==> config.mk <==
export PLATFORM = sky130hd
export DESIGN_NAME = gshare_pht
export DESIGN_NICKNAME = d
export VERILOG_FILES = /design/src/rtl/bp_pkg.sv /design/src/rtl/bp_sat_counter2.sv /design/src/rtl/gshare_pht.sv
export SDC_FILE = /design/constraint.sdc
export NUM_CORES = 1
export LEC_CHECK = 0
export ABC_AREA = 1
export CORE_MARGIN = 2
export CORE_UTILIZATION = 39
export DETAILED_ROUTE_END_ITERATION = 10
export DONT_BUFFER_PORTS = 1
export PLACE_DENSITY = 0.51
export SLEW_MARGIN = 20
export SYNTH_ARGS = -nofsm -noshare
export SYNTH_HDL_FRONTEND = slang
export SYNTH_HIERARCHICAL = 1
export SYNTH_SLANG_ARGS = --single-unit
==> constraint.sdc <==
create_clock -name clk -period 2.5 [get_ports clk]
set_input_delay 0.625 -clock clk [delete_from_list [all_inputs] [get_ports clk]]
set_output_delay 0.625 -clock clk [all_outputs]
set_load 0.02 [all_outputs]
==> src/rtl/bp_pkg.sv <==
// Shared branch-predictor types, counter encodings and the 2-bit saturating
// counter update rule.
package bp_pkg;

    localparam int HIST_W_DEF = 7;

    typedef logic [1:0] ctr2_t;

    localparam ctr2_t CTR_SNT = 2'd0;  // strongly not-taken
    localparam ctr2_t CTR_WNT = 2'd1;  // weakly not-taken
    localparam ctr2_t CTR_WT  = 2'd2;  // weakly taken
    localparam ctr2_t CTR_ST  = 2'd3;  // strongly taken

    // Step a counter toward the resolved direction, holding at either end.
    function automatic ctr2_t sat_update(ctr2_t cnt, logic taken);
        ctr2_t res;
        res = cnt;
        if (taken) begin
            if (cnt != CTR_ST) begin
                res = cnt + 2'd1;
            end
        end else begin
            if (cnt != CTR_SNT) begin
                res = cnt - 2'd1;
            end
        end
        return res;
    endfunction

endpackage

==> src/rtl/bp_sat_counter2.sv <==
// One 2-bit saturating counter with a synchronous reset value and an update
// enable; the pattern-history table is built from one of these per entry.
module bp_sat_counter2
    import bp_pkg::*;
#(
    parameter ctr2_t RST_VAL = CTR_WNT
) (
    input  logic  clk,
    input  logic  srst,
    input  logic  en,
    input  logic  taken,
    output ctr2_t cnt_o
);

    ctr2_t cnt_q;
    ctr2_t cnt_d;

    // Next value: saturating step when enabled, otherwise hold.
    always_comb begin
        cnt_d = cnt_q;
        if (en) begin
            cnt_d = sat_update(cnt_q, taken);
        end
    end

    // Counter state; reset wins over any update presented in the same cycle.
    always_ff @(posedge clk) begin
        if (srst) begin
            cnt_q <= RST_VAL;
        end else begin
            cnt_q <= cnt_d;
        end
    end

    assign cnt_o = cnt_q;

endmodule

==> src/rtl/gshare_pht.sv <==
// Gshare pattern-history table: hashes branch PC with global history, returns
// the counter's MSB as the prediction, trains the indexed counter and flags
// mispredictions one cycle after training.
module gshare_pht
    import bp_pkg::*;
#(
    parameter int    HIST_W  = HIST_W_DEF,
    parameter ctr2_t CNT_RST = CTR_WNT
) (
    input  logic              clk,
    input  logic              areset,
    input  logic              predict_valid,
    input  logic [HIST_W-1:0] predict_pc,
    input  logic [31:0]       predict_history,
    output logic              predict_taken,
    output logic [HIST_W-1:0] predict_index,
    input  logic              train_valid,
    input  logic              train_taken,
    input  logic              train_pred_taken,
    input  logic [HIST_W-1:0] train_index,
    output logic              train_mispredicted
);

    localparam int ENTRIES = 2 ** HIST_W;

    ctr2_t cnt_tbl [ENTRIES];
    logic  mispred_q;
    logic  mispred_d;

    // predict_valid carries no state here and upper history bits never reach
    // the index; folded into a sink so they are visibly intentional.
    logic  unused_inputs;
    assign unused_inputs = ^{predict_valid, predict_history[31:HIST_W]};

    // Index hash: only the low HIST_W history bits participate.
    assign predict_index = predict_pc ^ predict_history[HIST_W-1:0];

    // Prediction reads the registered counter, so a same-cycle train to the
    // same entry is not seen until the following cycle.
    assign predict_taken = cnt_tbl[predict_index][1];

    // One counter per table entry, enabled only when training hits its index.
    generate
        for (genvar gi = 0; gi < ENTRIES; gi++) begin : g_entry
            logic hit;
            assign hit = train_valid && (train_index == HIST_W'(gi));

            bp_sat_counter2 #(
                .RST_VAL (CNT_RST)
            ) u_ctr (
                .clk   (clk),
                .srst  (areset),
                .en    (hit),
                .taken (train_taken),
                .cnt_o (cnt_tbl[gi])
            );
        end
    endgenerate

    // Mispredict flag for the train presented this cycle.
    always_comb begin
        mispred_d = train_valid && (train_taken != train_pred_taken);
    end

    // Registered one-cycle mispredict pulse; cleared by reset.
    always_ff @(posedge clk) begin
        if (areset) begin
            mispred_q <= 1'b0;
        end else begin
            mispred_q <= mispred_d;
        end
    end

    assign train_mispredicted = mispred_q;

endmodule

; Word-level counts from Yosys, hierarchy flattened
; Cells that the tools add are included.
[op_classes]
addsub = 256
mul = 0
div = 0
n_lt_le_gt_ge = 1
n_eq_ne = 384
shifts = 0
mux = 387
n_bitwise = 2
n_reduce_logical = 514
[ops]
columns = op, count
row1 = $mux 2, 386
row2 = $reduce_bool 2->1, 256
row3 = $eq 7x7->1 const B, 64
row4 = $reduce_and 3->1, 128
row5 = $add 2x1->2 const B, 128
row6 = $ne 2x1->1 const B, 128
row7 = $ne 2x2->1 const B, 128
row8 = $sub 2x1->2 const B, 128
row9 = $eq 7x6->1 const B, 32
row10 = $logic_and 1x1->1, 129
row11 = $eq 7x5->1 const B, 16
row12 = $eq 7x4->1 const B, 8
row13 = $eq 7x3->1 const B, 4
row14 = $bmux 2 s7, 1
row15 = $eq 7x2->1 const B, 2
row16 = $ge 8x8->1 const B, 1
row17 = $not 7->8, 1
row18 = $eq 7x1->1 const B, 1
row19 = $logic_not 7->1, 1
row20 = $xor 7x7->7, 1
row21 = $ne 1x1->1, 1
[totals]
regBits = 257
latchBits = 0
ram_bits = 0
mem_bits_ro = 0
input_bits = 52
wordCells = 1673
memories = 0

; Longest topological paths before layout
; Gate-level depths: netlist (run 1).
[depth]
depth_word = 5
ltp_mapped = 14
ltp_nobuf = 13

; By module
; The synthesis (run 1) kept the hierarchy.
[modules_own_cells]
columns = mod, instances, cells_per_inst, area_each_um2
row1 = bp_sat_counter2, 128, 18, 108.9
row2 = gshare_pht, 1, 612, 2615.0

; Least setup slack after synthesis (run 1)
; No wires, ideal clock.
[synth_timing]
path_type = input to output
startpoint = input predict_history[0]
endpoint = output predict_taken
arrival_ps = 1849
t_required_ps = 1875
path_slack_ps = 26
stages = 14
cell_sequence = inv_1 > nand2_1 > nand2_1 > buf_4 > buf_2 > nand2_1 > nand3_1 > nand3_1 > nand3_1 > nand3_1 > nand3_1 > nand2_1 > nand2_1 > nand2_1
[synth_via]
elab_chain_cells = 5
[synth_lines]
columns = element, line
row1 = start: declaration, gshare_pht.sv:14  ; input logic [31:0] predict_history,
row2 = $xor 7x7->7, gshare_pht.sv:36  ; assign predict_index = predict_pc ^ predict_history[HIST_W-1:0];
row3 = via predict_index[0], gshare_pht.sv:16  ; output logic [HIST_W-1:0] predict_index,
row4 = $not 7->8 (not written as such), gshare_pht.sv:40  ; assign predict_taken = cnt_tbl[predict_index][1];
row5 = $bmux 2 s7, gshare_pht.sv:40
row6 = $mux 2 (not written as such) (2 in series), gshare_pht.sv:40
row7 = end: declaration, gshare_pht.sv:15  ; output logic predict_taken,
; The timed path passes the listed nets, and every way through them passes these cells. The select of a mux whose other input is x is not followed.

; Final worst setup path (run 1)
[layout_timing]
startpoint = input predict_history[1]
endpoint = output predict_taken
[layout_via]
elab_chain_cells = 5
[layout_lines]
columns = element, line
row1 = $xor 7x7->7, gshare_pht.sv:36
row2 = $not 7->8 (not written as such), gshare_pht.sv:40
row3 = $bmux 2 s7, gshare_pht.sv:40
row4 = $mux 2 (not written as such) (2 in series), gshare_pht.sv:40
; Every way passes these cells. The select of a mux whose other input is x is not followed.

==> summary.txt, run 1 <==
Cells and area
  – Fraction of layout cells with a size suffix above 1: 12.34%
  – Final Non-Filler Cells: 3,570
  – ANT cells: 0
  – Final Util: a little under half
  – Filler cells: 4,319
  – Post-route cell area: 19,810 sq um
  – Area delta synth->final: 19.71%
  – # nets final: about 3,100

Power and ir drop
  – Peak VDD IR: roughly 0.36 mV
  – Design internal power: 7.607 mW
  – Combinational power share: 12.7%
  – Cell Pwr Density: 521.1 nW/um^2
  – Sw Pwr: 2.716 mW
  – Cell leakage power: 9.768 nW
  – Total power: between 10 and 15 mW
  – Clock share of power: 47.3%
  – Register share of total power: 40.0%
  – Switch share: 26.31%

Drt
  – WL per Instance: 13.03 um
  – Drt total wl: 46,530 um
  – Initial DRC count: 1,183
  – Via count: ~17,000
  – DR vias/cell: ~4.7
  – # DRC: 0
  – ANT nets after route: 0
  – Drt pass-1 iters: 5

Yosys
  – Cell area after synthesis: about 17,000 sq um
  – Synth unique cells: 19
  – Post-Syn Nets: 2,968
  – Synth Area per Inst: 5.675 sq um
  – Ys Warns: 6
  – Syn Inst Count: 2,916
  – Yosys reg bits: about 260
  – Sequential share of the synthesized area: 31.09%

Clock tree
  – Root buffer cell: clkbuf_16
  – Worst-path clk slew: 50 ps
  – CTS tree: done
  – CTS Sinks: 257
  – CTS max path bufs: 3
  – CTS Buf Count: 36
  – H-tree Lvls: 2
  – Hold-fix buffers, CTS: 0
  – Insertion delay to the later sink of the worst-skew pair: 530 ps

Die
  – Starting Density: roughly two fifths
  – Ports: 61
  – Die X: 210.0 um
  – Core area: 41,950 sq um
  – Die height: about 210 um
  – Num rows: 75
  – Die Area: between 40,000 and 50,000 sq um

Setup path
  – Arr. time, crit path: 1950 ps
  – Required time of the critical path: 1880 ps
  – CP Launch Type: primary input
  – Worst setup EP type: primary output
  – Critical path type: primary input to primary output
  – Crit Path Max Fanout: 6

Placement
  – Post-DP Area: 17,730 sq um
  – Placed insts: 3,487
  – Final Wtd Congestion: roughly 0.77
  – Setup WS pre-CTS: -275.0 ps
  – Hpwl dp: 29,220 um
  – Port-buffer cells: 0

Timing
  – Fin Clk Skew: 6.424 ps
  – Final setup viols: 1
  – Fin Setup TNS: -70.37 ps
  – Setup ws final: -70.37 ps
  – Tmin final: 2570 ps
  – Final worst path period share: 102.8%
  – RSZ-0062 raised after global routing: true
  – Slew headroom: about 66%
  – Max Freq: 0.3891 GHz
  – Measured slew at the worst slew-check pin: 511.7 ps
  – Slew Limit Fails: 0
  – Final Hold Viols: 0
  – Hold slack: 177.5 ps

Global routing
  – Largest net degree at the start of global routing: 259
  – Initial antenna violation count: 0
  – Global Route Usage Sum: 20.82%
  – First-pass GRT wire length: around 74,000 um
  – Remaining Overflow, GRT: 0
  – Number of global-route vias before repair: 15,490

Outcome
  – Failing checks: setup timing
  – Status: complete, but fails checks

Min path
  – Hold Path Class: primary input to register

Job
  – Maxcap violations: 0
==> layer usage <==
| metal | global-route usage [%] | wire length (um) | vias to the layer above |
|---|---|---|---|
| li1 | - | - | 8916 |
| met1 | 26.02 | 21510 | 7550 |
| met2 | 37.36 | 22000 | 254 |
| met3 | 2.652 | 1861 | 69 |
| met4 | 6.261 | 1151 | 0 |
| met5 | 0 | 0 | - |
==> synth_stat cells, drive strengths merged <==
library cell  number  area, sq um
clkbuf            13        48.80
o21ai            257         1286
a211oi             1        7.510
nor3              16        80.08
xor2               1        16.27
a21oi            128        640.6
nand2            660         2803
buf               18        92.59
nand3b             1        7.510
xnor2              6        60.06
dfxtp            257         5145
nand3            394         1972
nand4              8        50.05
nor2             250        938.4
inv              906         3401
==> flip-flops by register name, indices dropped and copies added (netlist names) <==
name and count:
train_mispredicted 1, g_entry.u_ctr/cnt_o 256
==> kinds of logic (layout without fill, tap and decap cells) <==
| logic type | after synthesis | count (layout) | synth area share, % |
|---|---|---|---|
| xor+xnor | 7 | 7 | 0.4613 |
| compound gates | 386 | 386 | 11.69 |
| simple gates | 1329 | 1329 | 35.35 |
| flops | 257 | 257 | 31.09 |
| buf+inv | 937 | 1052 | 21.40 |
==> layout by cell type, fill, tap and decap left out, drive strengths merged, types with 3 or more instances in the layout <==
cell type,instances
clkbuf,59
dfxtp,257
o21ai,257
nor3,16
xnor2,6
inv,906
nor2,250
a21oi,128
nand2,660
buf,84
nand4,8
clkinv,3
nand3,394
==> critical path: stages <==
cell and delay [ps]:
xnor2_4 250, buf_12 190, buf_8 130, nand3_1 100, nand3_2 100, nand3_2 100, nand3_2 110, nand3_2 70
nand2_2 100, nand2_2 70, nand2_4 90
==> what timing repair did <==
item / 4_1_cts / 5_1_grt
endpoints found under the setup margin: 1 / 1
cloned: 7 / 3
pin swaps: 31 / 45
gates resized for setup: 80 / 69
buffers inserted: 8 / 9
==> path summary, 6_finish.rpt <==
path	from	end	slack (ps)	cells after the start
setup / recovery	predict_history[1]	predict_taken	-70	11
hold reg to reg	g_entry[125].u_ctr/cnt_o[0]	g_entry[125].u_ctr/cnt_o[0]	490	2
setup reg to reg	g_entry[89].u_ctr/cnt_o[0]	g_entry[89].u_ctr/cnt_o[0]	1680	4
hold / removal	train_pred_taken	train_mispredicted	180	1
==> layout make-up <==
type / count / area [sq um] / share of cell area [%]
tap: 539 / 674.4 / 3.404
clock inverter: 3 / 15.01 / 0.07579
sequential: 257 / 5146 / 25.98
timing repair buffer: 86 / 1044 / 5.267
clock buffer: 57 / 1091 / 5.508
multi-input combinational: 1722 / 8429 / 42.55
inverter: 906 / 3411 / 17.22
==> power by group through the flow <==
stage               Combinational (mW)  Sequential (mW)  Clock [mW]
floorplan                        0.662             4.21           0
global route                      1.43             4.12        5.20
finish                            1.31             4.13        4.88
global placement                  1.00             4.21           0
detailed placement                1.02             4.21           0
CTS                               1.23             4.12        5.06
(Power assumes the default switching activity.)
==> run 2, diff against run 1 <==
CORE_MARGIN = 3   (was 2)
SKIP_LAST_GASP = 1   (was unset)
SYNTH_HIERARCHICAL = unset   (was 1)
==> run 2 against run 1 <==
The run still ends with setup timing left. Count of clock-buffer cells in the layout shrank 4. Clock skew grew 5.3 ps. Flip-flop and latch count is the same. Worst setup slack gained 23 ps. Clock power is essentially flat. Synthesized cell count shrank 31%. Register-to-register slack lost 160 ps. First-iteration DRC count shrank 23%. Power shrank 1.3%. Final cell count shrank 30%. Critical path type unchanged. Critical endpoint unchanged. Largest power group unchanged.
==> summary.txt, run 2 <==
Outcome
  – Failing checks: setup timing (unchanged)
  – Status: complete, but fails checks (unchanged)

Timing
  – Final setup viols: 1 (unchanged)
  – Slew Limit Fails: 0 (unchanged)
  – Measured slew at the worst slew-check pin: 590.5 ps (was 511.7 ps)
  – Fin Clk Skew: 11.72 ps (was 6.424 ps)
  – Final worst path period share: 101.9% (was 102.8%)
  – Setup ws final: -47.02 ps (was -70.37 ps)
  – Final Hold Viols: 0 (unchanged)
  – Fin Setup TNS: -47.02 ps (was -70.37 ps)
  – RSZ-0062 raised after global routing: true (unchanged)
  – Tmin final: 2547 ps (was 2570 ps)
  – Slew headroom: 60.58% (was 65.81%)
  – Hold slack: 176.9 ps (was 177.5 ps)
  – Max Freq: 0.3926 GHz (was 0.3891 GHz)

Setup path
  – Most used cell, CP: nand3_2 (unchanged)
  – R2R Setup Slk: 1520 ps (was 1680 ps)
  – Arr. time, crit path: 1920 ps (was 1950 ps)
  – Critical path type: primary input to primary output (unchanged)
  – Crit path cell chain: xnor2_4 -> buf_12 -> buf_8 -> nand3_2 -> nand3_2 -> nand3_2 -> nand3_2 -> nand3_2 -> nand2_2 -> nand2_2 -> nand2_4 (was xnor2_4 -> buf_12 -> buf_8 -> nand3_1 -> nand3_2 -> nand3_2 -> nand3_2 -> nand3_2 -> nand2_2 -> nand2_2 -> nand2_4)
  – Max incr delay on CP: 220 ps (was 250 ps)
  – CP bufs+invs: 2 (unchanged)
  – R2r endpoint: g_entry[8].u_ctr.cnt_o[0] (was g_entry[89].u_ctr/cnt_o[0])
  – CP Launch Type: primary input (unchanged)
  – Slowest stage cell, crit path: xnor2_4 (unchanged)
  – Crit Path Max Fanout: 7 (was 6)
  – Worst setup EP type: primary output (unchanged)
  – Reg2Reg Launch Point: g_entry[8].u_ctr.cnt_o[1] (was g_entry[89].u_ctr/cnt_o[0])
  – Required time of the critical path: 1880 ps (about the same)
  – Delay-heaviest family, CP: simple AND/OR/NAND/NOR gates (unchanged)
  – FF-to-FF path depth: 3 (was 4)

Yosys
  – Synth top area cells: dfxtp_1 (38%), o21ai_0 (9.3%), nand2_1 (9.2%), inv_1 (7.9%), a21oi_1 (6.7%) (was dfxtp_1 (31%), inv_1 (21%), nand2_1 (12%), nand3_1 (12%), o21ai_0 (7.8%))
  – Count leader, synth: nand2_1 (was inv_1)
  – Synth area leader: dfxtp_1 (unchanged)
  – Post-synth top cells: nand2_1 (329), inv_1 (281), dfxtp_1 (257) (was inv_1 (904), nand2_1 (530), nand3_1 (394))
  – Post-Syn Nets: 2,078 (was 2,968)
  – Ys Warns: 0 (was 6)
  – Synth unique cells: 31 (was 19)
  – Synth async-reset ratio: 0% (unchanged)
  – Synth Area per Inst: 6.614 sq um (was 5.675 sq um)
  – Yosys reg bits: 257 (unchanged)
  – Synth top area share: 38.40% (was 31.09%)
  – Primary FF master, synth: dfxtp_1 (unchanged)
  – Number of synthesized flops with an enable pin: 0 (unchanged)
  – Sequential share of the synthesized area: 38.40% (was 31.09%)
  – Cell area after synthesis: 13,400 sq um (was 16,550 sq um)
  – Syn Inst Count: 2,026 (was 2,916)

Clock tree
  – CTS tree: done (unchanged)
  – Root buffer cell: clkbuf_16 (unchanged)
  – CTS Buf Count: 34 (was 36)
  – Insertion delay to the later sink of the worst-skew pair: 510 ps (was 530 ps)
  – Worst-path clk slew: 60 ps (was 50 ps)
  – Hold-fix buffers, CTS: 0 (unchanged)
  – CTS max path bufs: 3 (unchanged)
  – CTS Sinks: 257 (unchanged)
  – H-tree Lvls: 2 (unchanged)

Drt
  – Via count: 13,670 (was 16,790)
  – ANT nets after route: 0 (unchanged)
  – # DRC: 0 (unchanged)
  – DR vias/cell: 5.457 (was 4.703)
  – WL per Instance: 17.57 um (was 13.03 um)
  – Drt total wl: 44,040 um (was 46,530 um)
  – Drt pass-1 iters: 6 (was 5)
  – Initial DRC count: 905 (was 1,183)

Cells and area
  – # nets final: 2,085 (was 3,061)
  – Commonest non-fill, non-tap cells in the layout: nand2_1 (298), inv_1 (279), dfxtp_1 (257) (was inv_1 (902), nand2_1 (501), nand3_1 (322))
  – Commonest non-fill, non-tap cell in the layout: nand2_1 (was inv_1)
  – Max reg flops: 256 (unchanged)
  – ANT cells: 0 (unchanged)
  – Fraction of layout cells with a size suffix above 1: 12.78% (was 12.34%)
  – Filler cells: 3,374 (was 4,319)
  – Post-route cell area: 16,400 sq um (was 19,810 sq um)
  – Final Util: 48.66% (was 47.23%)
  – Area delta synth->final: 22.39% (was 19.71%)

Placement
  – Hpwl dp: 26,330 um (was 29,220 um)
  – Final Wtd Congestion: 0.8255 (was 0.7706)
  – Post-DP Area: 14,250 sq um (was 17,730 sq um)
  – Setup WS pre-CTS: -250.8 ps (was -275.0 ps)
  – Port-buffer cells: 0 (unchanged)

Min path
  – Hold EP: g_entry[22].u_ctr.cnt_o[1] (was train_mispredicted)
  – Hold Path Class: primary input to register (unchanged)
  – Worst hold path stage count: 1 (unchanged)
  – Hold Startpoint: areset (was train_pred_taken)

Die
  – Die Area: 36,620 sq um (was 44,100 sq um)
  – Ports: 61 (unchanged)
  – Die X: 191.4 um (was 210.0 um)
  – Die height: 191.4 um (was 210.0 um)
  – Num rows: 67 (was 75)
  – Core area: 33,700 sq um (was 41,950 sq um)
  – Starting Density: 39.76% (was 39.45%)

Global routing
  – Largest net degree at the start of global routing: 182 (was 259)
  – Remaining Overflow, GRT: 0 (unchanged)
  – Global Route Usage Sum: 23.35% (was 20.82%)
  – Number of global-route vias before repair: 12,600 (was 15,490)
  – First-pass GRT wire length: 67,720 um (was 74,400 um)
  – Initial antenna violation count: 0 (unchanged)

Power and ir drop
  – Cell Pwr Density: 621.5 nW/um^2 (was 521.1 nW/um^2)
  – Peak VDD IR: 0.4559 mV (was 0.3565 mV)
  – Cell leakage power: 5.700 nW (was 9.768 nW)

Job
  – Maxcap violations: 0 (unchanged)
-- run 2: worst reg2reg max path: stages (launching register included) --
cell and delay [ps]:
dfxtp_1 300, inv_1 140, o21ai_0 110, a221o_1 310
-- run 2: routing by layer --
metal,GRT usage [%],share of wire [%]
met1,30.84,45
met5,0,0
met3,3.521,6.1
met2,38.82,46
met4,8.242,3.2
-- run 2: area by class of cell --
class	instances	area (sq um)	share of cell area (%)
Multi-Input combinational cell	1368	7381	45.01
Sequential cell	257	5145	31.37
Inverter	300	1141	6.958
Timing Repair Buffer	72	1061	6.470
Clock buffer	53	1046	6.378
Tap cell	448	560.5	3.418
Clock inverter	8	65.06	0.3967
-- run 2: power by group --
part	internal, mW	switching [mW]
clock	2.98	1.89
combinational	0.451	0.749
sequential	4.11	0.0107
total	7.54	2.65
-- run 2: kinds of logic (layout without fill, tap and decap cells) --
family / after synthesis / after routing / share of synthesized area, %
flops: 257 / 257 / 38.40
xor+xnor: 7 / 7 / 0.5136
simple gates: 758 / 758 / 23.26
buf+inv: 401 / 433 / 11.64
compound gates: 603 / 603 / 26.18
-- run 2: repair_timing --
action,CTS,global route
setup endpoints to repair,1,1
pin swaps,19,46
setup buffers,6,0
resized for setup,44,108
gates cloned,5,5
-- run 2: worst max-delay path by stage --
| stage | start | to | slack, ps | cells after the start |
|---|---|---|---|---|
| floorplan | predict_history[1] | predict_taken | 50 | 10 |
| global placement | predict_history[0] | predict_taken | -270 | 14 |
| global route | predict_history[1] | predict_taken | -110 | 11 |
| CTS | predict_history[0] | predict_taken | -120 | 14 |
| finish | predict_history[1] | predict_taken | -50 | 11 |
| detailed placement | predict_history[0] | predict_taken | -250 | 14 |
-- run 2: per-stage QoR --
step / power, mW / instances
6_report: 10.19 / 2506
5_1_grt: 10.55 / 2506
4_1_cts: 10.13 / 2501
3_5_place_dp: 5.097 / 2429
3_3_place_gp: 5.094 / 2429
2_1_floorplan: 4.764 / 2026
